File: src/rtl/lookup_arbiter.sv
// Round-robin arbiter sharing one combinational table-lookup port between two requesters.
// Optional LOOKUP_ARBITER_BOUNDS_CHECK_EN answers out-of-range indices with None and skips the table.
module lookup_arbiter #(
  parameter int unsigned IDX_W       = 16,
  parameter int unsigned DATA_W      = 16,
  parameter int unsigned TABLE_DEPTH = 3
) (
  input  logic              _i_clk,
  input  logic              _i_rst,
  input  logic              _i_req0_valid,
  input  logic [IDX_W-1:0]  _i_req0_index,
  output logic              _o_req0_ready,
  input  logic              _i_req1_valid,
  input  logic [IDX_W-1:0]  _i_req1_index,
  output logic              _o_req1_ready,
  output logic [IDX_W-1:0]  _o_lut_index,
  input  logic [DATA_W:0]   _i_lut_result,
  output logic              _o_resp_valid,
  output logic              _o_resp_id,
  output logic [DATA_W:0]   _o_resp_data,
  input  logic              _i_resp_ready,
  output logic              _o_busy,
  output logic [7:0]        _o_none_count
);

  typedef enum logic [1:0] {StIdle, StLookup, StResp} state_e;

  state_e             state_q, state_d;
  logic               rr_q, rr_d;  // 0 prefers req0, 1 prefers req1
  logic [IDX_W-1:0]   lut_index_q, lut_index_d;
  logic               resp_id_q, resp_id_d;
  logic [DATA_W:0]    resp_data_q, resp_data_d;
  logic [7:0]         none_count_q, none_count_d;

  logic               grant0, grant1, in_idle, accept, win_id, oob;
  logic [IDX_W-1:0]   win_index;

  assign grant0    = _i_req0_valid && (!_i_req1_valid || !rr_q);
  assign grant1    = _i_req1_valid && (!_i_req0_valid || rr_q);
  // Readies are gated by reset so nothing is offered while reset is held.
  assign in_idle   = (state_q == StIdle) && !_i_rst;
  assign accept    = in_idle && (grant0 || grant1);
  assign win_id    = grant1;
  assign win_index = grant1 ? _i_req1_index : _i_req0_index;

`ifdef LOOKUP_ARBITER_BOUNDS_CHECK_EN
  localparam logic [IDX_W-1:0] DepthIdx = IDX_W'(TABLE_DEPTH);
  assign oob = (win_index >= DepthIdx);
`else
  assign oob = 1'b0;
`endif

  always_comb begin
    state_d      = state_q;
    rr_d         = rr_q;
    lut_index_d  = lut_index_q;
    resp_id_d    = resp_id_q;
    resp_data_d  = resp_data_q;
    none_count_d = none_count_q;
    unique case (state_q)
      StIdle: begin
        if (accept) begin
          lut_index_d = win_index;
          resp_id_d   = win_id;
          rr_d        = ~win_id;
          if (oob) begin
            resp_data_d = {1'b1, {DATA_W{1'b0}}};
            state_d     = StResp;
          end else begin
            state_d     = StLookup;
          end
        end
      end
      StLookup: begin
        resp_data_d = _i_lut_result;
        state_d     = StResp;
      end
      StResp: begin
        if (_i_resp_ready) begin
          state_d = StIdle;
          if (resp_data_q[DATA_W] && (none_count_q != 8'hFF)) begin
            none_count_d = none_count_q + 8'd1;
          end
        end
      end
      default: state_d = StIdle;
    endcase
  end

  always_ff @(posedge _i_clk or posedge _i_rst) begin
    if (_i_rst) begin
      state_q      <= StIdle;
      rr_q         <= 1'b0;
      lut_index_q  <= '0;
      resp_id_q    <= 1'b0;
      resp_data_q  <= '0;
      none_count_q <= 8'd0;
    end else begin
      state_q      <= state_d;
      rr_q         <= rr_d;
      lut_index_q  <= lut_index_d;
      resp_id_q    <= resp_id_d;
      resp_data_q  <= resp_data_d;
      none_count_q <= none_count_d;
    end
  end

  assign _o_req0_ready = in_idle && grant0;
  assign _o_req1_ready = in_idle && grant1;
  assign _o_lut_index  = lut_index_q;
  assign _o_resp_valid = (state_q == StResp);
  assign _o_resp_id    = resp_id_q;
  assign _o_resp_data  = resp_data_q;
  assign _o_busy       = (state_q != StIdle);
  assign _o_none_count = none_count_q;

endmodule

File: config.mk
export PLATFORM = sky130hd
export DESIGN_NAME = lookup_arbiter
export DESIGN_NICKNAME = d
export VERILOG_FILES = /design/src/rtl/lookup_arbiter.sv
export SDC_FILE = /design/constraint.sdc
export NUM_CORES = 1
export LEC_CHECK = 0
export CAP_MARGIN = 20
export CORE_UTILIZATION = 39
export CTS_CLUSTER_DIAMETER = 30
export DETAILED_ROUTE_END_ITERATION = 12
export GPL_TIMING_DRIVEN = 0
export PLACE_DENSITY = 0.84
export SLEW_MARGIN = 10
export SYNTH_ARGS = -nofsm -noshare
export SYNTH_HDL_FRONTEND = slang
export SYNTH_SLANG_ARGS = --single-unit
File: constraint.sdc
create_clock -name _i_clk -period 1.7 [get_ports _i_clk]
set_input_delay 0.34 -clock _i_clk [delete_from_list [all_inputs] [get_ports _i_clk]]
set_output_delay 0.34 -clock _i_clk [all_outputs]
set_load 0.05 [all_outputs]
==> metrics.md <==
| Metric | Value |
|---|---|
| Hold Fails Final Rpt | `0` |
| GRT Util Overall | `18.3%` |
| Routed via count | `1595` |
| CTS sink cnt | `45` |
| Htree depth | `2` |
| Synth area leader | `dfrtp_1` |
| Vias per std cell | `4.85` |
| Core area | `4720 µm²` |
| Max-cap check violation count | `0` |
| Async S/R FF share, synth | `100%` |
| Area delta synth->final | `64.0%` |
| Antenna Cells | `0` |
| Critical path arrival | `1.53 ns` |
| Final #Nets | `316` |
| WL final | `4610 µm` |
| Total power | `5.80 mW` |
| CP Launch Type | `register` |
| Starting Density | `40.7%` |
| WS Path Type | `register to output pin` |
| Largest net degree at the start of global routing | `32` |
| Total congestion overflow | `0` |
| Vias in the first global route | `1513` |
| Final setup fails | `3` |
| Relative slew slack | `53.6%` |
| Global-route wire length before repair | `7330 µm` |
| Worst slew pin tran | `0.692 ns` |
| Largest stage delay, worst path | `0.39 ns` |
| Hold Path Class | `primary input to asynchronous set/reset pin` |
| Mean area per synthesized cell | `13.1 µm²` |
| Clock buffer count from CTS | `5` |
| Post-synthesis cell area | `1920 µm²` |
| CTS tree | `done` |
| Leakage | `1.47 nW` |
| Final worst path period share | `110%` |
| Die area | `5210 µm²` |
| Final hold slack | `0.268 ns` |
| Crit-path max FO | `3` |
| ANT nets after route | `0` |
| Failing checks | `setup timing` |
| Worst Setup Slack, final | `-0.169 ns` |
| Buffer and inverter count on the worst path | `2` |
| Drt first-iter violations | `73` |
| CP max stage cell | `dfrtp_1` |
| Clock buffer depth | `2` |
| Register area share after synthesis | `58.6%` |
| Slew Viols, Final | `0` |
| IO Port Bufs | `99` |
| Post-Syn Nets | `202` |
| Synth Register Bits | `45` |
| Share of the synthesized area in the top cell type | `58.6%` |
| FP Rows | `25` |
| Outcome | `finished with violations` |
| Placed cell count | `314` |
| CP top delay family | `flip-flops` |
| DPL Wire Length | `3320 µm` |
| Worst VDD drop | `1.05 mV` |
| Non-Filler Instances | `329` |
| Power per Cell Area | `1840 nW/µm²` |
| RSZ-0062 raised after global routing | `true` |
| Avg WL per Cell | `14.0 µm` |
| Crit-path cells | `or2_4, a2111oi_4, buf_6, buf_8` |
| Critical Path RT | `1.36 ns` |
| Design Area, Final | `3150 µm²` |
| Share of layout cells above drive strength 1 | `20.6%` |
| Worst skew pair latency | `0.29 ns` |
| Clock Tree Root | `clkbuf_8` |
| Ys flop type | `dfrtp_1` |
| Worst clock skew | `0.00615 ns` |
| GPL Wtd Cong | `0.789` |
| Synth top area cells | `dfrtp_1, mux2_2, a221o_1` |
| Achievable frequency | `535 MHz` |
| Placed cell areas | `3020 µm²` |
| Crit end category | `output pin` |
| Drt drc | `0` |
| Cells after Synth | `147` |
| Post-synthesis cell type count | `31` |
| Die Height | `72.2 µm` |
| Synth warn | `0` |
| Min cycle time layout | `1.87 ns` |
| Die X | `72.2 µm` |
| Router iterations before antenna repair | `4` |
| Antenna violations before repair | `0` |
| Clock transition at path regs | `0.08 ns` |
| EDFF count, synth | `0` |
| Num ports | `100` |
==> worst paths after layout <==
kind,from,end,slack (ns),depth (start not counted)
setup / recovery,state_q[1],_o_req0_ready,-0.17,4
hold / removal,_i_rst,_o_lut_index[0],0.27,2
setup reg to reg,state_q[0],_o_lut_index[4],0,5
hold reg to reg,_o_lut_index[15],_o_lut_index[15],0.48,2
max in group asynchronous,_i_rst,_o_none_count[0],0.96,3
min in group _i_clk,_o_lut_index[15],_o_lut_index[15],0.48,2
==> cells in the final DEF (no fill, tap or decap), types with 2 or more instances in the layout <==
cell             instances
mux2i_1                  2
dlygate4sd2_1           44
buf_2                    2
nor2_1                   5
clkbuf_8                 6
o21ai_0                  6
nand2_1                  6
inv_2                    2
dfrtp_1                 43
mux2_2                  20
buf_6                    2
nand4_1                  3
buf_4                    7
dfrtp_2                  2
clkdlybuf4s50_1         50
inv_1                    5
a221o_1                 15
xor2_1                   2
buf_8                    2
clkbuf_2                 2
and2_1                  14
==> per-stage QoR <==
stage          util, %  worst slack, ns  setup TNS, ns
6_report          66.7           -0.169         -0.234
5_1_grt           66.7           -0.257          -1.19
4_1_cts           66.5           -0.168         -0.276
3_5_place_dp      64.0            -1.16          -8.68
3_3_place_gp      63.6            -1.15         -43.54
2_1_floorplan        -          -0.0325        -0.0330
==> Yosys cell counts (2+ instances only) <==
master,n
a221o_1,15
and2_1,14
buf_2,2
dfrtp_1,45
inv_1,7
mux2_2,20
mux2i_1,2
nand2_1,6
nand4_1,3
nor2_1,5
o21ai_0,6
o21ai_1,2
xor2_1,2
==> timing repair <==
item / 4_1_cts / 5_1_grt
pin swaps: 3 / 0
buffers inserted: 5 / 2
setup endpoints to repair: 56 / 20
resized for setup: 71 / 5
hold buffers: 0 / 0
==> cells by family after synthesis <==
logic type,count (synthesis),synth area share (%)
AO/OA/AOI/OAI,27,12.4
XOR/XNOR,3,1.37
adder cells (fa/ha/maj),1,0.651
buffers and inverters,12,3.06
flip-flops,45,58.6
multiplexers,22,12.8
AND/OR/NAND/NOR,37,11.1
==> flip-flops by register name, summed over array words and instances (netlist names) <==
register	cells
_o_resp_data	17
_o_lut_index	16
_o_none_count	8
state_q	2
_o_resp_id	1
rr_q	1
==> metal layers <==
| layer | vias up | share of wire (%) | global-route usage, % | wire length (µm) |
|---|---|---|---|---|
| met5 | - | 0 | 0 | 0 |
| met4 | 0 | 0 | 2.40 | 0 |
| met2 | 68 | 51 | 31.9 | 2330 |
| li1 | 756 | - | - | - |
| met1 | 771 | 44 | 23.5 | 2010 |
| met3 | 0 | 5.7 | 4.72 | 263 |
==> power breakdown <==
| group | switching (mW) | internal (mW) |
|---|---|---|
| Clock | 0.348 | 0.479 |
| Combinational | 2.17 | 1.00 |
| Sequential | 0.274 | 1.53 |
| Total | 2.79 | 3.01 |
==> cell type report <==
| type | instances | area, µm² |
|---|---|---|
| well taps | 67 | 83.8 |
| inverters | 7 | 26.3 |
| plain buffers | 5 | 40.0 |
| fillers | 399 | 1570 |
| repair buffers | 107 | 1010 |
| clock buffers | 7 | 86.3 |
| flip-flops and latches | 45 | 1130 |
| clock inverters | 1 | 30.0 |
| multi-input cells | 90 | 746 |
Note: power is estimated with default switching activity, not from simulation.
